===== src/rtl/seg_scan_decoder.sv =====
// seg_scan_decoder: recovers hex nibbles from a multiplexed active-low 7-segment display bus.
// Optional SEG_DEC_ERR_CNT_EN enables the saturating pattern-error counter on err_count.
module seg_scan_decoder #(
  parameter int NUM_DIGITS    = 4,
  parameter int STABLE_CYCLES = 4
) (
  input  logic                    clk,
  input  logic                    rst_n,
  input  logic [6:0]              seg_n,
  input  logic [NUM_DIGITS-1:0]   an_n,
  output logic [4*NUM_DIGITS-1:0] digits,
  output logic [NUM_DIGITS-1:0]   digit_valid,
  output logic [NUM_DIGITS-1:0]   digit_blank,
  output logic                    frame_done,
  output logic                    pat_err,
  output logic [7:0]              err_count
);
  localparam int CW = $clog2(STABLE_CYCLES + 1);
  typedef enum logic [1:0] {IDLE, TRACK, CAPTURED} state_t;
  state_t                  r_state, w_state_nxt;
  logic [CW-1:0]           r_cnt, w_cnt_nxt;
  logic [6:0]              r_seg_q, r_ref_seg;
  logic [NUM_DIGITS-1:0]   r_an_q, r_ref_an, r_seen, w_seen_nxt;
  logic [4*NUM_DIGITS-1:0] r_digits;
  logic [NUM_DIGITS-1:0]   r_valid, r_blank;
  logic                    r_frame, r_perr;
  logic                    w_onehot, w_same, w_load, w_cap, w_blank, w_hit, w_err;
  logic [3:0]              w_nib;
  assign w_onehot = $onehot(~r_an_q);
  assign w_same   = {r_an_q, r_seg_q} == {r_ref_an, r_ref_seg};
  assign w_blank  = r_ref_seg == 7'h7F;
  always_comb begin
    w_hit = 1'b1;
    w_nib = 4'h0;
    case (r_ref_seg)
      7'b1000000: w_nib = 4'h0;
      7'b1111001: w_nib = 4'h1;
      7'b0100100: w_nib = 4'h2;
      7'b0110000: w_nib = 4'h3;
      7'b0011001: w_nib = 4'h4;
      7'b0010010: w_nib = 4'h5;
      7'b0000010: w_nib = 4'h6;
      7'b1111000: w_nib = 4'h7;
      7'b0000000: w_nib = 4'h8;
      7'b0011000: w_nib = 4'h9;
      7'b0100000: w_nib = 4'hA;
      7'b0000011: w_nib = 4'hB;
      7'b0100111: w_nib = 4'hC;
      7'b0100001: w_nib = 4'hD;
      7'b0000100: w_nib = 4'hE;
      7'b0001110: w_nib = 4'hF;
      default:    w_hit = 1'b0;
    endcase
  end
  // Any pair change restarts tracking, so a change on the would-be capture cycle wins.
  always_comb begin
    w_state_nxt = r_state;
    w_cnt_nxt   = r_cnt;
    w_load      = 1'b0;
    w_cap       = 1'b0;
    if (r_state == IDLE || !w_same) begin
      w_state_nxt = w_onehot ? TRACK : IDLE;
      w_cnt_nxt   = w_onehot ? CW'(1) : '0;
      w_load      = w_onehot;
    end else if (r_state == TRACK) begin
      w_cnt_nxt   = r_cnt + 1'b1;
      w_cap       = r_cnt == CW'(STABLE_CYCLES - 1);
      w_state_nxt = w_cap ? CAPTURED : TRACK;
    end
  end
  assign w_seen_nxt = (w_cap && (w_blank || w_hit)) ? (r_seen | ~r_ref_an) : r_seen;
  assign w_err      = w_cap && !w_blank && !w_hit;
  always_ff @(posedge clk or negedge rst_n) begin
    if (!rst_n) begin
      r_seg_q   <= 7'h7F;
      r_an_q    <= '1;
      r_ref_seg <= 7'h7F;
      r_ref_an  <= '1;
      r_state   <= IDLE;
      r_cnt     <= '0;
      r_seen    <= '0;
      r_digits  <= '0;
      r_valid   <= '0;
      r_blank   <= '0;
      r_frame   <= 1'b0;
      r_perr    <= 1'b0;
    end else begin
      r_seg_q <= seg_n;
      r_an_q  <= an_n;
      r_state <= w_state_nxt;
      r_cnt   <= w_cnt_nxt;
      if (w_load) begin
        r_ref_an  <= r_an_q;
        r_ref_seg <= r_seg_q;
      end
      r_frame <= &w_seen_nxt;
      r_perr  <= w_err;
      r_seen  <= (&w_seen_nxt) ? '0 : w_seen_nxt;
      for (int i = 0; i < NUM_DIGITS; i++)
        if (w_cap && !r_ref_an[i]) begin
          r_valid[i] <= w_hit;
          if (w_blank || w_hit) r_blank[i] <= w_blank;
          if (w_hit) r_digits[4*i +: 4] <= w_nib;
        end
    end
  end
  assign digits      = r_digits;
  assign digit_valid = r_valid;
  assign digit_blank = r_blank;
  assign frame_done  = r_frame;
  assign pat_err     = r_perr;
`ifdef SEG_DEC_ERR_CNT_EN
  logic [7:0] r_err_cnt;
  always_ff @(posedge clk or negedge rst_n) begin
    if (!rst_n) r_err_cnt <= '0;
    else if (w_err && r_err_cnt != 8'hFF) r_err_cnt <= r_err_cnt + 8'd1;
  end
  assign err_count = r_err_cnt;
`else
  assign err_count = 8'd0;
`endif
endmodule


===== config.mk =====
export PLATFORM = sky130hd
export DESIGN_NAME = seg_scan_decoder
export DESIGN_NICKNAME = d
export VERILOG_FILES = /design/src/rtl/seg_scan_decoder.sv
export SDC_FILE = /design/constraint.sdc
export NUM_CORES = 1
export LEC_CHECK = 0
export CORE_ASPECT_RATIO = 1.1
export CORE_MARGIN = 2
export CORE_UTILIZATION = 50
export DETAILED_ROUTE_END_ITERATION = 16
export PLACE_DENSITY = 0.86
export SLEW_MARGIN = 20
export SYNTH_ARGS = -nofsm -noshare
export SYNTH_HDL_FRONTEND = slang
export SYNTH_SLANG_ARGS = --single-unit
export TNS_END_PERCENT = 5

===== constraint.sdc =====
create_clock -name clk -period 6.8 [get_ports clk]
set_input_delay 1.7 -clock clk [delete_from_list [all_inputs] [get_ports clk]]
set_output_delay 1.7 -clock clk [all_outputs]
set_load 0.02 [all_outputs]

======== Word level (Yosys, flattened, before mapping) ========
Index checks and enable logic that the tools add are counted.
W data, S select, Z words.
storage, ports and cells
  output and inout bits ................... 34
  logic and storage cells ................. 91
  flip-flop bits (word level) ............. 57
  input port bits ......................... 13
cells by class
  add/subtract/negate cells ............... 4
  equal/unequal tests ..................... 20
  multiplexer cells ....................... 14
  reduce and logical (&&, ||, !) cells .... 29
  bitwise operators ....................... 3
operator list
  cell                   number
  $pmux W4 S15           1
  $eq A7 B6 Y1 const B   5
  $eq A7 B7 Y1 const B   4
  $eq A7 B5 Y1 const B   3
  $reduce_and A2 Y1      8
  $reduce_or A16 Y1      1
  $eq A7 B2 Y1 const B   2
  $eq A11 B11 Y1         1
  $mux W4                2
  $not A4 Y4             2
  $eq A7 B3 Y1 const B   1
  $eq A7 B4 Y1 const B   1
  $logic_and A1 B1 Y1    7
  $logic_not A1 Y1       7
  $logic_not A7 Y1       1
  $mux W1                6
  $mux W2                3
  $mux W3                2
  $add A1 B1 Y2          2
  $or A4 B4 Y4           1
  $reduce_and A4 Y1      1
  $add A2 B2 Y3          1
  $add A3 B1 Y3 const B  1
  $eq A3 B1 Y1 const B   1
  other kinds (5)        6

======== Longest topological paths before layout ========
Gate-level depths: netlist of run 1.
  depth in word-level cells ............... 8
  depth in mapped cells ................... 9
  mapped depth without buffers ............ 8

======== Worst setup path before layout of run 1 ========
No wires, ideal clock.
  path kind ............................... register to register
  start ................................... register r_an_q[0]
  end ..................................... register r_ref_an[3]
  required time ........................... 6.718 ns
  buffers on the path ..................... 1
  path slack .............................. 4.675 ns
  period minus slack after synthesis ...... 2.125 ns
  arrival time ............................ 2.043 ns
  cell stages (with the launch flop) ...... 9
  setup time .............................. 0.082 ns
  cells stage by stage .................... dfstp_2 > fa_1 > inv_1 > ha_1 > ha_1 > nor2_1 > nand3_2 > buf_4 > mux2_2
between the ends
  word-level cells in the longest chain between the ends .. 5
  elaborated cells on any way between the ends .. 8
  classes of those cells .................. add/sub (2); eq/ne (2); mux (1); bitwise (1); reduce/logical (2)
ends and longest elaborated chain
  what                                 RTL line  text
  start: declaration                   23        logic [NUM_DIGITS-1:0] r_an_q, r_ref_an, r_seen, w_seen_nxt;
  start signal: assignment             89        r_an_q <= an_n;
  $not A4 Y4                           29        assign w_onehot = $onehot(~r_an_q);
  $add A1 B1 Y2 (implied by the code)  29
  $add A2 B2 Y3 (implied by the code)  29
  $eq A3 B1 Y1                         29
  $mux W1 (*)                          61        if (r_state == IDLE || !w_same) begin
  end signal: assignment               93        r_ref_an <= r_an_q;
  end: declaration                     23
Every way passes the cells marked *; elsewhere a longest branch is shown, timed or not.
A chain may end at the register's enable or synchronous reset.

======== Final worst setup path of run 1 ========
  start ................................... register r_blank[3] (netlist: digit_blank[3])
  end ..................................... output port digit_blank[3]
RTL lines
  what                              RTL line  text
  start: declaration                25        logic [NUM_DIGITS-1:0] r_valid, r_blank;
  start signal: indexed assignment  102       if (w_blank || w_hit) r_blank[i] <= w_blank;
  end: declaration                  13        output logic [NUM_DIGITS-1:0] digit_blank,
No word-level cell between the ends.

==> results of run 1 <==
## cells in the mapped netlist (all sizes together), types with 6 or more instances
cell type,count
mux2,22
xor2,11
a21oi,7
dfrtp,35
dfstp,22
buf,17
nand2,20
o21ai,13
inv,7
nor2,11
or2,6
nor3,6
## routing by layer
layer	wire length (um)	share of wire [%]
met2	2993	52
met1	2413	42
met5	0	0
met4	110	1.9
met3	221	3.9
## cells in the final DEF, fill, tap and decap left out, types with 8 or more instances in the layout
| cell | n |
|---|---|
| o21ai_0 | 12 |
| mux2_2 | 10 |
| xor2_1 | 11 |
| nand2_1 | 16 |
| dfrtp_1 | 35 |
| clkbuf_8 | 10 |
| dfstp_2 | 22 |
| conb_1 | 8 |
| mux2_1 | 10 |
| clkdlybuf4s50_1 | 37 |
## state kept, by name, indices dropped and copies added (netlist names), 4 cells and up
| name | count |
|---|---|
| digits | 16 |
| r_seen | 4 |
| r_ref_seg | 7 |
| r_an_q | 4 |
| r_ref_an | 4 |
| digit_valid | 4 |
| digit_blank | 4 |
| r_seg_q | 7 |
## area by class of cell
type                       instances  area [um^2]
tap                               77        96.34
sequential                        57         1454
multi-input combinational        170         1349
clock buffer                      11        141.4
fill                             455         2216
inverter                           7        26.28
timing repair buffer              39        382.9
clock inverter                     5        31.28
## power breakdown
part | internal [mW] | switching (mW) | total, mW | leakage, nW
combinational | 0.128 | 0.151 | 0.279 | 0.754
clock | 0.141 | 0.136 | 0.277 | 0.0891
sequential | 0.402 | 0.102 | 0.504 | 0.719
## through the flow
step	power, mW	setup WS [ns]
2_1_floorplan	0.7377	4.675
3_5_place_dp	0.7861	4.131
4_1_cts	1.065	3.755
3_3_place_gp	0.7741	4.146
6_report	1.060	3.769
5_1_grt	1.125	3.736
## logic make-up (layout without fill, tap and decap cells)
| kind of cell | after synthesis | count (layout) | share of synthesized area [%] |
|---|---|---|---|
| and+or+nand+nor | 76 | 76 | 18.02 |
| xor gates and xnor gates | 14 | 14 | 4.195 |
| buffers and inverters | 25 | 62 | 5.009 |
| AOI/OAI and AO/OA | 44 | 44 | 11.43 |
| DFF | 57 | 57 | 49.74 |
| adders and majority gates | 5 | 5 | 2.397 |
| muxes | 23 | 23 | 9.076 |
| other | 1 | 8 | 0.1283 |
## how the worst min path moves through the flow
stage	from	endpoint	slack, ns	depth (start not counted)
final	digit_valid[2]	digit_valid[2]	0.48	2
after global routing	digit_valid[2]	digit_valid[2]	0.51	2
after CTS	digit_valid[2]	digit_valid[2]	0.48	2
after detailed placement	digit_valid[2]	digit_valid[2]	0.47	2
after global placement	digit_valid[1]	digit_valid[1]	0.46	2
after floorplan	r_cnt[1]	r_cnt[1]	0.49	2
==> run metrics, run 1 <==
top cell type's share of synthesized area=29.97%; Final Skew=0.01228 ns; ys async rst share=100.0%; Detail Placement HPWL=4050 um; outcome=complete, no violations; slowest CP cell=clkdlybuf4s50_1; share of post-route cells with drive strength above 1=25.61%; TritonCTS Buffers=9; Max-Cap Viols=0; CP Launch Point=digit_blank[3]; Tcrit/Tclk final=44.58%; CTS tree=yes; vias per std cell=5.514; initial antenna violation count=0; Clock Path Buffers=2; area leader, netlist=dfrtp_1; nets=302; Placed Area=0.003308 mm^2; final instance area=0.003481 mm^2; Max Transition Viols Final=0; data required time of the worst path=5.10 ns; clock root cell=clkbuf_8; Non-Filler Instances=366; Mean Syn Cell Area=11.93 um^2; Die Width=76.90 um; gr usage total=19.29%; Clock Pin Slew Worst Setup and Hold Paths=0.07 ns; number of distinct library cells after synthesis=60; H-Tree Depth=3; cell-by-cell trace of the critical path=clkdlybuf4s50_1; CP top delay family=buffers and inverters; post-CTS setup buffer count=0; input/output buffers=38; slowest stage delay, CP=0.62 ns; largest net degree at the start of global routing=58; Setup CP Type=reg2out; met3 Use GR=4.624%; Antenna Nets Post-Route=0; Worst Reg-to-Reg Cells=6; Tightest Pin Transition=0.7931 ns; post-CTS sizing=0; f_max=329.9 MHz; CP Capture Type=output port; met2 global-route usage=30.86%; clock latency on the worst-skew pair=0.34 ns; core box area=0.005697 mm^2; Max-slew headroom=46.72%; drt drc=0; R2R setup slack=4.37 ns; Starting Density=51.31%; Worst Setup EP=digit_blank[3]; io pins=47; Die Y=84.19 um; Worst setup SP type=flip-flop; top cells by area, synth=dfrtp_1 (30%), dfstp_2 (20%), mux2_1 (3.9%); Iter 0 DRT Violations=134; number of detailed-route iterations in the first pass=4; Final Hold Vio Count=0; Final setup viols=0; Max rail drop VDD=0.1875 mV; post-layout minimum cycle time=3.031 ns; vias after detailed routing=2018; Core Util, Final=61.10%; Hold Crit Class=reg2reg; Reg2Reg Capture Point=r_seen[3]; die area=0.006474 mm^2; Static Leakage=1.562 nW; first-pass GRT wire length=9611 um; grt ovf=0; yosys warns=0; dpl cells=350; routing usage on met1=24.96%; total stage count of the critical path=1; Crit path buffers/inverters=1; Yosys reg bits=57; RSZ-0062 raised after global routing=false; signal arrival time at the worst endpoint=1.33 ns; top_reg_cell synth=dfrtp_1; TritonCTS sink count=57; worst reg2reg path startpoint=r_ref_seg[3]; Rows=29; post-synthesis instance total=245; GPL Wtd Cong=0.8446; vias in the first global route=1948; P&R area growth vs syn=19.09%; crit-path max FO=2; post-cts hold buffer count=0; grt peak-use layer=met2; PwrDens=304.5 mW/mm^2; Routed WL=5738 um; Final Hold Slack=0.4791 ns; register area share after synthesis=49.74%; number of flops mapped to enable cells by yosys=0; WL/cell=15.68 um; final antenna diode count=0; setup TNS=0 ns; Mapped Area=0.002923 mm^2
Note: power is estimated with default switching activity, not from simulation.
==> inputs of run 2 (changes only) <==
==> constraint.sdc (replaced) <==
create_clock -name clk -period 2.8 [get_ports clk]
set_input_delay 0.7 -clock clk [delete_from_list [all_inputs] [get_ports clk]]
set_output_delay 0.7 -clock clk [all_outputs]
set_load 0.02 [all_outputs]
==> run 2 against run 1 <==
Worst setup slack got worse by 3.4 ns. Combinational power is 140% higher. Final cell count rose by 0.27%. Clock power grew to 2.6 times the previous value. Count of clock-buffer cells in the layout shrank 1. Via count shrank 2.0%. Flip-flop and latch count did not move. Die area unchanged. Hold slack better by 0.0055 ns. Sequential share of layout area fell by 0.25 points. Clock skew is 0.0031 ns lower.
==> run metrics, run 2 (same netlist as run 1, synthesis figures left out) <==
Final Hold Vio Count=0 (unchanged); Routed WL=5507 um (-4.0%); final antenna diode count=0 (unchanged); vias per std cell=5.390 (-2.2%); P_sw=940.4 uW (+140%); Tightest Pin Transition=0.6851 ns (-0.1080 ns); WL/cell=15.01 um (-4.3%); switching share of power=35.69% (-1.0 points); P&R area growth vs syn=19.82%; vias after detailed routing=1978 (-2.0%); Crit path buffers/inverters=0 (-1); share of post-route cells with drive strength above 1=25.86% (+0.26 points); crit-path max FO=15 (+13); Static Leakage=1.578 nW (+1.0%); Detail Placement HPWL=3787 um (-6.5%); Reg power frac=46.7% (-0.9 points); largest net degree at the start of global routing=58 (unchanged); vias in the first global route=1983 (+1.8%); drt drc=0 (unchanged); CP Capture Type=flip-flop; nets=303 (+0.33%); Max-slew headroom=54.33% (+7.6 points); clock root cell=clkbuf_8; Antenna Nets Post-Route=0 (unchanged); Hold Crit Class=in2async; TritonCTS sink count=57 (unchanged); Core Util, Final=61.48% (+0.37 points); core box area=0.005697 mm^2 (unchanged); Die Y=84.19 um (unchanged); Starting Density=51.31% (unchanged); Tcrit/Tclk final=85.56%; post-CTS setup buffer count=0 (unchanged); cell-by-cell trace of the critical path=xor2_1, nor4_2, nand4_4, nor2_2, nand2_4, mux2_1; number of detailed-route iterations in the first pass=4 (unchanged); io pins=47 (unchanged); Rows=29 (unchanged); initial antenna violation count=0 (unchanged); PwrDens=752.3 mW/mm^2 (+150%); post-cts hold buffer count=0 (unchanged); commonest non-fill, non-tap cell in the layout=clkdlybuf4s50_1; max reg flops=16 (unchanged); TritonCTS Buffers=9 (unchanged); grt ovf=0 (unchanged); CTS tree=yes; Place WS=0.4600 ns (-3.671 ns); input/output buffers=38 (unchanged); share of power burned in the clock network=27.5% (+1.4 points); Setup CP Type=reg2reg; outcome=complete, no violations; Max-Cap Viols=0 (unchanged); gr usage total=18.66% (-0.63 points); H-Tree Depth=3 (unchanged); signal arrival time at the worst endpoint=2.61 ns (+1.28 ns); Max rail drop VDD=0.5142 mV (+170%); GPL Wtd Cong=0.8327 (-1.4%); data required time of the worst path=3.02 ns (-2.08 ns); clock latency on the worst-skew pair=0.33 ns (about the same); Clock Path Buffers=2 (unchanged); commonest cells after routing, fill and taps aside=clkdlybuf4s50_1 (37), dfrtp_1 (35), dfstp_2 (22); die area=0.006474 mm^2 (unchanged); Die Width=76.90 um (unchanged); CP top delay family=simple AND/OR/NAND/NOR gates; post-layout minimum cycle time=2.396 ns; Logic pwr share=25.8% (-0.5 points); Final setup viols=0 (unchanged); Iter 0 DRT Violations=105 (-22%); RSZ-0062 raised after global routing=false; setup TNS=0 ns (unchanged); Clock Pin Slew Worst Setup and Hold Paths=0.07 ns (about the same); slowest stage delay, CP=0.72 ns (+0.10 ns); Final Skew=0.009155 ns (-0.003123 ns); Worst setup SP type=flip-flop; setup ws final=0.4044 ns (-3.364 ns); Max Transition Viols Final=0 (unchanged); slowest CP cell=dfstp_2; f_max=417.4 MHz; post-CTS sizing=0 (unchanged); internal power=1.694 mW (+150%); first-pass GRT wire length=9473 um (-1.4%)
run 2: cell count changes in the layout (fill, tap and decap cells not counted), sizes merged:
cell / before / now
buf: 2 / 3
clkinvlp: 1 / 0
clkbuf: 11 / 10
clkinv: 4 / 5
bufinv: 0 / 1
run 2: power by group through the flow:
stage | logic, mW | clock network (mW) | registers (mW)
final | 0.680 | 0.725 | 1.23
after global routing | 0.746 | 0.774 | 1.26
after CTS | 0.684 | 0.738 | 1.22
after detailed placement | 0.676 | 0 | 1.24
after global placement | 0.659 | 0 | 1.22
after floorplan | 0.730 | 0 | 1.06
run 2: final timing paths:
path / depth (start not counted) / end / slack, ns / startpoint
setup reg to reg: 6 / digits[3] / 0.40 / r_ref_seg[3]
hold / removal: 2 / digits[4] / 0.48 / rst_n
max in group asynchronous: 2 / r_cnt[2] / 1.85 / rst_n
hold reg to reg: 2 / digit_valid[0] / 0.49 / digit_valid[0]
setup / recovery: 6 / digits[3] / 0.40 / r_ref_seg[3]
min in group clk: 2 / digit_valid[0] / 0.49 / digit_valid[0]
run 2: through the flow:
step	std cells	total power, mW	hold WS [ns]	instance area [um^2]
2_1_floorplan	252	1.792	0.4044	2949
3_3_place_gp	351	1.883	0.4659	3316
3_5_place_dp	351	1.912	0.4774	3316
4_1_cts	367	2.644	0.4923	3502
5_1_grt	367	2.777	0.5053	3502
6_report	367	2.635	0.4846	3502
run 2: area by class of cell:
class | count | area, um^2
Sequential cell | 57 | 1454
Inverter | 7 | 26.28
Multi-Input combinational cell | 170 | 1349
Clock buffer | 10 | 127.6
Timing Repair Buffer | 40 | 390.4
Fill cell | 436 | 2195
Tap cell | 77 | 96.34
Clock inverter | 6 | 58.81
run 2: layer usage:
metal	part of all wire, %	GRT usage [%]	vias to the layer above
met5	0	0	-
met4	2.7	9.752	0
met3	3.7	4.086	15
met2	51	30.06	53
met1	43	23.74	975
li1	-	-	935
